### src/rtl/vibration_window_stats_if.sv
// ---------------------------------------------------------------------------
// vibration_window_stats_if
// Bundles the sample stream, control inputs and window result outputs of
// vibration_window_stats.
//   in_valid     : sample strobe (rising edge = one sample)
//   in_data      : signed 8-bit acceleration sample
//   enable       : accept samples when high, abort window when low
//   alarm_clr    : synchronous clear of the sticky alarm
//   win_valid    : one-cycle pulse, new window results
//   win_p2p      : window peak-to-peak (max - min), unsigned 9 bits
//   win_mean_abs : window mean of |sample|, unsigned 8 bits
//   win_count    : completed window counter, wraps at 2^16
//   alarm        : sticky peak-to-peak alarm
// master = sample producer / result consumer, slave = the statistics block.
// ---------------------------------------------------------------------------
interface vibration_window_stats_if;
  logic        in_valid;
  logic [7:0]  in_data;
  logic        enable;
  logic        alarm_clr;
  logic        win_valid;
  logic [8:0]  win_p2p;
  logic [7:0]  win_mean_abs;
  logic [15:0] win_count;
  logic        alarm;

  modport master (
    output in_valid, in_data, enable, alarm_clr,
    input  win_valid, win_p2p, win_mean_abs, win_count, alarm
  );

  modport slave (
    input  in_valid, in_data, enable, alarm_clr,
    output win_valid, win_p2p, win_mean_abs, win_count, alarm
  );
endinterface

### src/rtl/vibration_window_stats.sv
// ---------------------------------------------------------------------------
// vibration_window_stats
// Collects fixed-length windows of 2^WINDOW_LOG2 accelerometer samples and
// reports peak-to-peak, mean absolute value and a window count, plus a
// sticky alarm when a window's peak-to-peak reaches THRESHOLD.
// Ports:
//   sys_clock : single clock, rising edge
//   reset     : asynchronous active-low reset
//   bus       : vibration_window_stats_if.slave (samples in, results out)
// ---------------------------------------------------------------------------
module vibration_window_stats #(
  parameter int unsigned WINDOW_LOG2 = 4,
  parameter logic [8:0]  THRESHOLD   = 9'd40
) (
  input logic                      sys_clock,
  input logic                      reset,
  vibration_window_stats_if.slave  bus
);

  localparam int unsigned SUM_W = 8 + WINDOW_LOG2;
  // Index of the last sample in a window (N-1): all ones.
  localparam logic [WINDOW_LOG2-1:0] LAST_IDX = {WINDOW_LOG2{1'b1}};

  typedef enum logic [1:0] {
    IDLE  = 2'd0,
    ACCUM = 2'd1,
    EMIT  = 2'd2
  } state_e;

  // Exact magnitude of a signed byte; -128 maps to 128 as an unsigned byte.
  function automatic logic [7:0] abs8(input logic [7:0] x);
    logic [7:0] r;
    if (x[7]) begin
      r = 8'd0 - x;
    end else begin
      r = x;
    end
    return r;
  endfunction

  state_e                 state_q, state_d;
  logic                   vld_prev_q;
  logic                   armed_q;
  logic [WINDOW_LOG2-1:0] cnt_q, cnt_d;
  logic signed [7:0]      max_q, max_d;
  logic signed [7:0]      min_q, min_d;
  logic [SUM_W-1:0]       sum_q, sum_d;
  logic                   win_valid_q, win_valid_d;
  logic [8:0]             p2p_q, p2p_d;
  logic [7:0]             mean_q, mean_d;
  logic [15:0]            count_q, count_d;
  logic                   alarm_q, alarm_d;

  logic signed [7:0]      sample_s;
  logic [7:0]             abs_s;
  logic                   accept_s;
  logic signed [7:0]      max_upd_s;
  logic signed [7:0]      min_upd_s;
  logic [SUM_W-1:0]       sum_upd_s;
  logic [8:0]             p2p_new_s;
  logic [7:0]             mean_new_s;
  logic                   emit_s;

  assign sample_s = bus.in_data;
  assign abs_s    = abs8(bus.in_data);
  // armed_q stays low after reset until in_valid has been seen low, so a
  // strobe already high at reset release is not mistaken for a new sample.
  assign accept_s = bus.enable & bus.in_valid & ~vld_prev_q & armed_q;

  // Running statistics including the current sample (used on accept in ACCUM).
  always_comb begin
    max_upd_s  = (sample_s > max_q) ? sample_s : max_q;
    min_upd_s  = (sample_s < min_q) ? sample_s : min_q;
    sum_upd_s  = sum_q + SUM_W'(abs_s);
    p2p_new_s  = {max_upd_s[7], max_upd_s} - {min_upd_s[7], min_upd_s};
    mean_new_s = sum_upd_s[SUM_W-1:WINDOW_LOG2];
  end

  // Next-state, accumulator, result and alarm logic.
  always_comb begin
    state_d     = state_q;
    cnt_d       = cnt_q;
    max_d       = max_q;
    min_d       = min_q;
    sum_d       = sum_q;
    win_valid_d = 1'b0;
    p2p_d       = p2p_q;
    mean_d      = mean_q;
    count_d     = count_q;
    emit_s      = 1'b0;

    if (!bus.enable) begin
      // Abort: partial window discarded, results and alarm hold.
      state_d = IDLE;
      cnt_d   = '0;
    end else begin
      case (state_q)
        IDLE, EMIT: begin
          if (accept_s) begin
            state_d = ACCUM;
            cnt_d   = WINDOW_LOG2'(1);
            max_d   = sample_s;
            min_d   = sample_s;
            sum_d   = SUM_W'(abs_s);
          end else begin
            state_d = IDLE;
          end
        end
        ACCUM: begin
          if (accept_s) begin
            if (cnt_q == LAST_IDX) begin
              emit_s      = 1'b1;
              state_d     = EMIT;
              cnt_d       = '0;
              win_valid_d = 1'b1;
              p2p_d       = p2p_new_s;
              mean_d      = mean_new_s;
              count_d     = count_q + 16'd1;
            end else begin
              cnt_d = cnt_q + WINDOW_LOG2'(1);
              max_d = max_upd_s;
              min_d = min_upd_s;
              sum_d = sum_upd_s;
            end
          end else begin
            state_d = ACCUM;
          end
        end
        default: begin
          state_d = IDLE;
          cnt_d   = '0;
        end
      endcase
    end

    // A set from a completing window has priority over a clear.
    if (emit_s && (p2p_new_s >= THRESHOLD)) begin
      alarm_d = 1'b1;
    end else if (bus.alarm_clr) begin
      alarm_d = 1'b0;
    end else begin
      alarm_d = alarm_q;
    end
  end

  // State, accumulator, edge-detect and output registers.
  always_ff @(posedge sys_clock or negedge reset) begin
    if (!reset) begin
      state_q     <= IDLE;
      vld_prev_q  <= 1'b0;
      armed_q     <= 1'b0;
      cnt_q       <= '0;
      max_q       <= 8'sd0;
      min_q       <= 8'sd0;
      sum_q       <= '0;
      win_valid_q <= 1'b0;
      p2p_q       <= 9'd0;
      mean_q      <= 8'd0;
      count_q     <= 16'd0;
      alarm_q     <= 1'b0;
    end else begin
      state_q     <= state_d;
      vld_prev_q  <= bus.in_valid;
      armed_q     <= armed_q | ~bus.in_valid;
      cnt_q       <= cnt_d;
      max_q       <= max_d;
      min_q       <= min_d;
      sum_q       <= sum_d;
      win_valid_q <= win_valid_d;
      p2p_q       <= p2p_d;
      mean_q      <= mean_d;
      count_q     <= count_d;
      alarm_q     <= alarm_d;
    end
  end

  assign bus.win_valid    = win_valid_q;
  assign bus.win_p2p      = p2p_q;
  assign bus.win_mean_abs = mean_q;
  assign bus.win_count    = count_q;
  assign bus.alarm        = alarm_q;

endmodule

### src/flat_wrapper.sv
// flat-port wrapper written by rule: the top's interface ports become plain ports
module vibration_window_stats_flat 
#(
  parameter int unsigned WINDOW_LOG2 = 4,
  parameter logic [8:0]  THRESHOLD   = 9'd40
)
  (sys_clock, reset, bus_in_valid, bus_in_data, bus_enable, bus_alarm_clr, bus_win_valid, bus_win_p2p, bus_win_mean_abs, bus_win_count, bus_alarm);
  vibration_window_stats_if bus_i ();
  input logic sys_clock;
  input logic reset;
  input wire logic [$bits(bus_i.in_valid)-1:0] bus_in_valid;
  input wire logic [$bits(bus_i.in_data)-1:0] bus_in_data;
  input wire logic [$bits(bus_i.enable)-1:0] bus_enable;
  input wire logic [$bits(bus_i.alarm_clr)-1:0] bus_alarm_clr;
  output wire logic [$bits(bus_i.win_valid)-1:0] bus_win_valid;
  output wire logic [$bits(bus_i.win_p2p)-1:0] bus_win_p2p;
  output wire logic [$bits(bus_i.win_mean_abs)-1:0] bus_win_mean_abs;
  output wire logic [$bits(bus_i.win_count)-1:0] bus_win_count;
  output wire logic [$bits(bus_i.alarm)-1:0] bus_alarm;
  assign bus_i.in_valid = bus_in_valid;
  assign bus_i.in_data = bus_in_data;
  assign bus_i.enable = bus_enable;
  assign bus_i.alarm_clr = bus_alarm_clr;
  assign bus_win_valid = bus_i.win_valid;
  assign bus_win_p2p = bus_i.win_p2p;
  assign bus_win_mean_abs = bus_i.win_mean_abs;
  assign bus_win_count = bus_i.win_count;
  assign bus_alarm = bus_i.alarm;
  vibration_window_stats #(.WINDOW_LOG2(WINDOW_LOG2), .THRESHOLD(THRESHOLD)) u_core (.sys_clock(sys_clock), .reset(reset), .bus(bus_i));
endmodule
### config.mk
export PLATFORM = sky130hd
export DESIGN_NAME = vibration_window_stats_flat
export DESIGN_NICKNAME = d
export VERILOG_FILES = /design/src/rtl/vibration_window_stats_if.sv /design/src/rtl/vibration_window_stats.sv /design/src/flat_wrapper.sv
export SDC_FILE = /design/constraint.sdc
export NUM_CORES = 1
export LEC_CHECK = 0
export ABC_AREA = 1
export CORE_MARGIN = 10
export CORE_UTILIZATION = 30
export CTS_BUF_LIST = sky130_fd_sc_hd__clkbuf_4 sky130_fd_sc_hd__clkbuf_8
export DETAILED_ROUTE_END_ITERATION = 6
export DONT_BUFFER_PORTS = 1
export PLACE_DENSITY_LB_ADDON = 0.1
export SETUP_SLACK_MARGIN = 0.05
export SLEW_MARGIN = 20
export SYNTH_ARGS = -nofsm -noshare
export SYNTH_HDL_FRONTEND = slang
export SYNTH_SLANG_ARGS = --single-unit
### constraint.sdc
create_clock -name sys_clock -period 8.4 [get_ports sys_clock]
set_clock_uncertainty 0.05 [all_clocks]
set_input_delay 1.26 -clock sys_clock [delete_from_list [all_inputs] [get_ports sys_clock]]
set_output_delay 1.26 -clock sys_clock [all_outputs]
set_load 0.02 [all_outputs]
==> Word level (Yosys, flattened, before mapping) <==
Cells that the tools add are included.
Widths: inputs -> output; s select.
{ "word_totals": {"inputBits": 13, "elab_cells": 73, "register_bits": 71, "output_inout_bits": 35} }
{ "classes": {"reduce_logical": 8, "n_eq_ne": 9, "bitwise": 6, "n_lt_le_gt_ge": 3, "mux": 30, "addsub": 5} }
{ "op_table": {"columns": ["op", "n"], "rows": [
  ["$mux 8", 8],
  ["$mux 12", 3],
  ["$pmux 8 s2", 2],
  ["$pmux 12 s2", 1],
  ["$add 16x1->16 const B", 1],
  ["$mux 4", 4],
  ["$add 12x8->12", 1],
  ["$ge 9x6->1 const B", 1],
  ["$sub 8x8->9", 1],
  ["$gt 8x8->1", 1],
  ["$lt 8x8->1", 1],
  ["$pmux 4 s2", 1],
  ["$sub 1x8->8 const A", 1],
  ["$mux 1", 7],
  ["$mux 2", 3],
  ["$ne 3x2->1 const B", 2],
  ["$reduce_and 5->1", 1],
  ["$add 4x1->4 const B", 1],
  ["$eq 4x4->1 const B", 1],
  ["$ne 2x1->1 const B", 2],
  ["$ne 4x4->1 const B", 1],
  ["$pmux 2 s2", 1],
  ["$reduce_and 4->1", 1],
  ["$reduce_bool 2->1", 2],
  ["other kinds (10)", 13]
]} }

==> Logic depth before layout (Yosys ltp) <==
Gate-level depths: netlist of the first run.
{ "logic_depth": {"word_depth": 8, "ltp_mapped": 28, "mapped_depth_nobuf": 27} }

==> Least setup slack after synthesis of the first run <==
No wires, ideal clock.
{ "synth_path": {"kind": "input-to-reg", "from": "input port bus_in_data[5]", "to": "register u_core.alarm_q, in the netlist u_core.bus.alarm", "arrival_time_ns": 3.727, "stages": 20, "slack_ns": 4.503, "path_buffers": 1, "cell_sequence": "ha_1 a21oi_1 nor2_1 nor2_1 nand3_1 nand3_4 buf_2 nand2_1 o21ai_0 ha_1 inv_1 fa_1 nand3_2 nand2_2 nand3_1 nand3_2 nand2_2 nand2_1 o21ai_1 nand2_1"} }
{ "synth_via": {"elab_chain_len": 6, "elab_cells_between_ends": 9} }
{ "synth_rtl": {"columns": ["element", "line", "text"], "rows": [
  ["from (decl)", "flat_wrapper.sv:12", "input wire logic [$bits(bus_i.in_data)-1:0] bus_in_data;"],
  ["$gt 8x8->1 / $lt 8x8->1 (equally long branches)", "vibration_window_stats.sv:72, vibration_window_stats.sv:73", null],
  ["$mux 8, on equally long branches", "vibration_window_stats.sv:72, vibration_window_stats.sv:73", null],
  ["$sub 8x8->9 *", "vibration_window_stats.sv:75", "p2p_new_s = {max_upd_s[7], max_upd_s} - {min_upd_s[7], min_upd_s};"],
  ["$ge 9x6->1 *", "vibration_window_stats.sv:137", "if (emit_s && (p2p_new_s >= THRESHOLD)) begin"],
  ["$logic_and 1x1->1 *", "vibration_window_stats.sv:137", null],
  ["$mux 1 / $reduce_bool 2->1 (equally long branches)", null, null],
  ["to (signal assigned)", "vibration_window_stats.sv:173", "alarm_q <= alarm_d;"],
  ["to (decl)", "vibration_window_stats.sv:52", "logic alarm_q, alarm_d;"]
]} }
Every way passes the cells marked *; elsewhere a longest branch is shown, timed or not.
A chain may end at the register's enable or synchronous reset.

==> Worst setup path after layout of the first run <==
Ends and elaborated chain as after synthesis.

==> impl_results.md, run 1 <==
* Setup violators final at 0
* Area growth from synthesis to layout at 8.68%
* Final ANT Viol Nets at 0
* Combinational power share at 43.9%
* Largest net degree at the start of global routing at 72
* Net switching power at 0.493 mW
* Share of the yosys chip area belonging to registers at 38.4%
* Max-slew violations at 0
* Hold buffers post-CTS at 0
* Number of global-route vias before repair at 3648
* Hold Path Class: flip-flop to flip-flop
* Synth Flop Type: dfrtp_1
* H-tree Lvls at 3
* Drt first pass iters at 5
* Crit start category: input port
* Sequential power share at 32.0%
* Warnings from Yosys at 0
* DP Wirelength at 9070 microns
* Multi-input logic area at 2520 sq um
* Final setup TNS at 0 ps
* GP Congestion at 0.796
* Antenna Cells at 0
* First-pass GRT wire length at 19300 microns
* Share of cells above drive strength 1 at 12.0%
* Worst-Margin Slew at 651 ps
* Yosys reg bits at 71
* DR iter-0 viols at 173
* Postcts setup bufs at 0
* Fill cell count at 1606
* Tmin final at 3840 ps
* Final Hold Fails at 0
* Mean Syn Cell Area at 8.00 sq um
* Pwr Density at 237 nW/um^2
* Most frequent cells in the layout: nand2_1, inv_1, dfrtp_1
* DRC Markers at 0
* Top Ports at 48
* # port buffers at 0
* Root buf cell: clkbuf_8
* Internal power at 0.698 mW
* CP required at 8600 ps
* Cts repair resizes at 0
* Initial Util at 30.6%
* Cell Area, Synth at 4630 sq um
* Core Area at 15100 sq um
* GRT Util Overall at 12.0%
* Clock share of power at 24.1%
* Crit path max fanout at 18
* Die area at 20800 sq um
* Setup WS pre-CTS at 4110 ps
* P_leak at 2.49 nW
* GRT overflow at 0
* Die width at 144 microns
* Outcome: finished, final reports clean
* CTS Buf Count at 9
* Critical path arrival at 4040 ps
* Post-route clock period utilization at 45.7%
* Nets at 627
* Fmax at 260 MHz
* # rows at 45
* Unrepaired setup endpoints after global routing: false
* Async SR Flop Fraction at 100%
* Post-synthesis cell count at 579
* Critical path type: input port to flip-flop
* Critical path endpoint category: flip-flop
* Initial antenna violation count at 0
* Number of synthesized flops with an enable pin at 0
* CTS tree: done
* Worst Slack Setup Final at 4560 ps
* Clk sinks at 71
* VDD IR-drop max at 0.0000638 V
* Number of vias per cell at 4.79
* Detailed Route WL at 12100 microns
* Commonest non-fill, non-tap cell in the layout: nand2_1
* Synth unique cells at 45
* Via count at 3701
* Chip Height at 144 microns
* Switch share at 41.4%
* Net count after synthesis at 626
* CTS clk-pin slew, worst paths at 90 ps
* Worst-Skew Late Latency at 360 ps
* Max Cap Viol at 0
* FF/Latch Area at 1780 sq um
* Total power at 1.19 mW
* Max-slew headroom at 56.5%
* WL per Instance at 15.6 microns
* Clock buffer depth at 2
[cell usage after synthesis (2+ instances only)]
cell,count,area [sq um]
a21oi_1,29,145
a22oi_1,16,120
buf_1,3,11.3
clkbuf_1,7,26.3
dfrtp_1,71,1780
fa_1,2,40.0
ha_1,32,400
inv_1,72,270
inv_2,4,15.0
nand2_1,128,480
nand2_2,24,150
nand2_4,2,22.5
nand3_1,30,150
nand3_2,5,50.1
nand3b_1,4,30.0
nand4_1,7,43.8
nor2_1,27,101
nor2_2,3,18.8
nor3_1,3,15.0
o21ai_0,48,240
o21ai_1,2,10.0
o21ai_2,2,17.5
o22ai_1,5,31.3
or2_2,5,31.3
xnor2_1,10,87.6
xor2_1,19,166
[flip-flops by register name (all words and copies together) (netlist names)]
signal,cells
u_core.vld_prev_q,1
u_core.cnt_q,4
u_core.bus.win_count,16
u_core.max_q,8
u_core.armed_q,1
u_core.state_q,2
u_core.bus.win_valid,1
u_core.min_q,8
u_core.bus.win_p2p,9
u_core.bus.alarm,1
u_core.sum_q,12
u_core.bus.win_mean_abs,8
[through the flow]
| step | util [%] | instances | hold slack [ps] | cell area [sq um] |
|---|---|---|---|---|
| 6_report | 33.2 | 773 | 408 | 5030 |
| 5_1_grt | 33.2 | 773 | 431 | 5030 |
| 4_1_cts | 33.2 | 773 | 415 | 5030 |
| 3_5_place_dp | 31.9 | 757 | 392 | 4830 |
| 3_3_place_gp | 31.9 | 757 | 376 | 4830 |
| 2_1_floorplan | - | 579 | 364 | 4630 |
[kinds of logic after synthesis]
group | count (synthesis) | synth area share (%)
fa+ha+maj | 34 | 9.51
xor+xnor | 29 | 5.49
flops | 71 | 38.4
simple gates | 247 | 25.8
compound gates | 110 | 13.6
buf+inv | 88 | 7.24
[power groups by stage]
stage          combinational, mW  sequential (mW)  clock, mW
5_1_grt                    0.602            0.384      0.316
3_3_place_gp               0.522            0.387          0
6_report                   0.523            0.381      0.287
3_5_place_dp               0.527            0.388          0
4_1_cts                    0.529            0.381      0.301
2_1_floorplan              0.414            0.384          0
[path summary, 6_finish.rpt]
path	from	cells after the start	slack, ps	end
max	bus_in_data[5]	19	4560	u_core.bus.alarm
min	u_core.armed_q	2	410	u_core.armed_q
max reg2reg	u_core.max_q[5]	20	5010	u_core.bus.alarm
min reg2reg	u_core.armed_q	2	410	u_core.armed_q
max in group asynchronous	reset	0	7650	u_core.sum_q[0]
min in group asynchronous	reset	0	530	u_core.bus.win_count[15]
[metal layers]
layer  GRT usage, %  part of all wire (%)
met5              0                     0
met2           17.1                    41
met1           16.1                    49
met3           3.94                   8.5
met4           4.89                   1.7
[critical path, stage by stage]
cell	delay (ps)
ha_1	280
a21oi_1	170
nor2_1	50
nor2_1	110
nand2_1	80
nand2_2	120
nand3_4	200
o21ai_0	370
ha_1	220
inv_1	60
fa_1	420
nand3_2	100
nand2_2	70
nand3_1	130
nand3_2	70
nand2_2	70
nand2_1	50
o21ai_1	130
nand2_1	60
[final cells by class]
cell class / instances / area share (%)
inverters: 76 / 5.67
clock inverters: 6 / 1.39
clock buffers: 10 / 2.61
flip-flops and latches: 71 / 35.3
well taps: 188 / 4.68
multi-input cells: 420 / 50.0
repair buffers: 2 / 0.298
No activity file was read; power rests on OpenSTA's default activity.
==> run 2: changes to the inputs <==
clock period = 3.85 ns   (was 8.4 ns; I/O delays follow)
==> run 2 against run 1 <==
Compared with the run above: power increased by 120%; flip-flop and latch count unchanged; utilization increased by 0.36 points; via count increased by 1.2%; sequential power increased by 120%; worst hold slack got worse by 360 ps; critical path depth increased by 1; critical path type is now flip-flop to flip-flop.
==> impl_results.md, run 2 (synthesized netlist as in run 1, its figures left out) <==
* Outcome: finished, final reports clean
* Cts repair resizes at 0 (unchanged)
* Reg2reg setup slack at 450 ps (-4560 ps)
* GP Congestion at 0.800 (+0.55%)
* Hold buffers post-CTS at 1 (+1)
* Total power at 2.63 mW (+120%)
* First-pass GRT wire length at 19400 microns (+0.54%)
* Hold Path Class: input port to async pin
* CP required at 4060 ps (-4540 ps)
* Core Area at 15100 sq um (unchanged)
* Crit start category: flip-flop
* Dpl cell area at 4850 sq um (+0.47%)
* Die width at 144 microns (unchanged)
* Via count at 3747 (+1.2%)
* Initial Util at 30.6% (unchanged)
* Post-route clock period utilization at 88.3%
* Max-slew violations at 0 (unchanged)
* Critical path type: flip-flop to flip-flop
* GRT overflow at 0 (unchanged)
* Setup violators final at 0 (unchanged)
* Drt first pass iters at 4 (-1)
* Worst-Skew Late Latency at 370 ps (about the same)
* DRC Markers at 0 (unchanged)
* Worst-Margin Slew at 888 ps (+238 ps)
* Share of cells above drive strength 1 at 12.6% (+0.60 points)
* H-tree Lvls at 3 (unchanged)
* Number of global-route vias before repair at 3592 (-1.5%)
* # port buffers at 0 (unchanged)
* Commonest non-fill, non-tap cell in the layout: nand2_1
* Setup crit end: u_core.bus.alarm
* Critical R2R Launch: u_core.min_q[3]
* Fill cell count at 1572 (-2.1%)
* CTS Buf Count at 9 (unchanged)
* P_leak at 2.51 nW (+1.0%)
* Largest net degree at the start of global routing at 72 (unchanged)
* Max-slew headroom at 40.7% (-16 points)
* Unrepaired setup endpoints after global routing: false
* Initial antenna violation count at 0 (unchanged)
* DP Wirelength at 9030 microns (-0.39%)
* Pwr Density at 518 nW/um^2 (+120%)
* Largest register FFs at 16 (unchanged)
* Tmin final at 3400 ps
* Chip Height at 144 microns (unchanged)
* CTS tree: done
* Number of vias per cell at 4.82 (+0.72%)
* Die area at 20800 sq um (unchanged)
* Detailed Route WL at 12000 microns (-0.72%)
* # rows at 45 (unchanged)
* Antenna Cells at 0 (unchanged)
* Final Hold Fails at 0 (unchanged)
* Final ANT Viol Nets at 0 (unchanged)
* Critical path arrival at 3610 ps (-430 ps)
* Final setup TNS at 0 ps (unchanged)
* Crit path max fanout at 8 (-10)
* Area growth from synthesis to layout at 9.86%
* Postcts setup bufs at 0 (unchanged)
* Fmax at 294 MHz
* RR Endpoint: u_core.bus.alarm
* Max Cap Viol at 0 (unchanged)
* Nets at 631 (+0.64%)
* Root buf cell: clkbuf_8
* Critical path endpoint category: flip-flop
* Top Ports at 48 (unchanged)
* WL per Instance at 15.4 microns (-1.2%)
* VDD IR-drop max at 0.000183 V (+190%)
* GRT Util Overall at 12.0% (+0.057 points)
* DR iter-0 viols at 186 (+7.5%)
* Most frequent cells in the layout: nand2_1, inv_1, dfrtp_1
* Final non-filler cell area at 5090 sq um (+1.1%)
* Clk sinks at 71 (unchanged)
* Critical Path Start: u_core.min_q[3]
* Clock buffer depth at 2 (unchanged)
* Register-to-Register Path Depth at 20 (unchanged)
* CTS clk-pin slew, worst paths at 80 ps (about the same)
[run 2: cell count changes in the layout (fill, tap and decap cells not counted)]
cell | previous run | this run
buf_4 | 2 | 5
clkbuf_4 | 1 | 0
clkinv_4 | 3 | 2
clkbuf_8 | 9 | 10
clkinvlp_4 | 0 | 1
buf_16 | 0 | 1
[run 2: routing by layer]
layer  vias up  global-route usage [%]  part of all wire, %
li1       1915                       -                    -
met5         -                       0                    0
met2        81                    16.6                   40
met4         0                    5.59                  2.1
met1      1734                    16.3                   50
met3        17                    4.20                  8.2
[run 2: metrics by stage]
stage | hold WS, ps | cells | setup slack (ps) | util [%]
floorplan | 232 | 579 | 635 | -
global placement | 235 | 760 | 271 | 32.0
detailed placement | 235 | 760 | 280 | 32.0
CTS | 50.0 | 777 | 413 | 33.6
global route | 58.6 | 777 | 51.0 | 33.6
finish | 48.8 | 777 | 450 | 33.6
[run 2: power by group]
part           internal, mW  leakage, nW  switching [mW]  total, mW
clock network         0.320        0.103           0.324      0.644
logic                 0.417         1.50           0.742       1.16
registers             0.800        0.911          0.0293      0.830
[run 2: cell type report]
class / instances / area (sq um) / area share [%]
Tap cell: 188 / 235 / 4.62
Multi-Input combinational cell: 420 / 2520 / 49.5
Clock inverter: 6 / 68.8 / 1.35
Inverter: 76 / 285 / 5.61
Sequential cell: 71 / 1780 / 34.9
Clock buffer: 10 / 138 / 2.71
Timing Repair Buffer: 6 / 65.1 / 1.28
[run 2: worst min path at each step]
stage	to	from	slack [ps]	cells past startpoint
finish	u_core.bus.win_count[11]	reset	50	1
global placement	u_core.bus.win_count[15]	reset	240	0
global route	u_core.bus.win_count[15]	reset	60	1
detailed placement	u_core.bus.win_count[15]	reset	240	0
CTS	u_core.bus.win_count[15]	reset	50	1
floorplan	u_core.armed_q	reset	230	0
[run 2: worst max-delay path, stage by stage, from the launching register on]
cell	delay (ps)
dfrtp_1	370
inv_1	190
ha_1	290
a21oi_1	130
nand2_1	80
nand2_2	100
nand2_2	70
nand2_2	90
nand2_4	100
o21ai_0	390
ha_1	250
inv_1	70
fa_1	420
nand3_2	110
nand2_2	70
nand3b_1	110
nand3b_1	80
nand2_1	100
nand2_1	60
o21ai_1	110
nand2_1	50
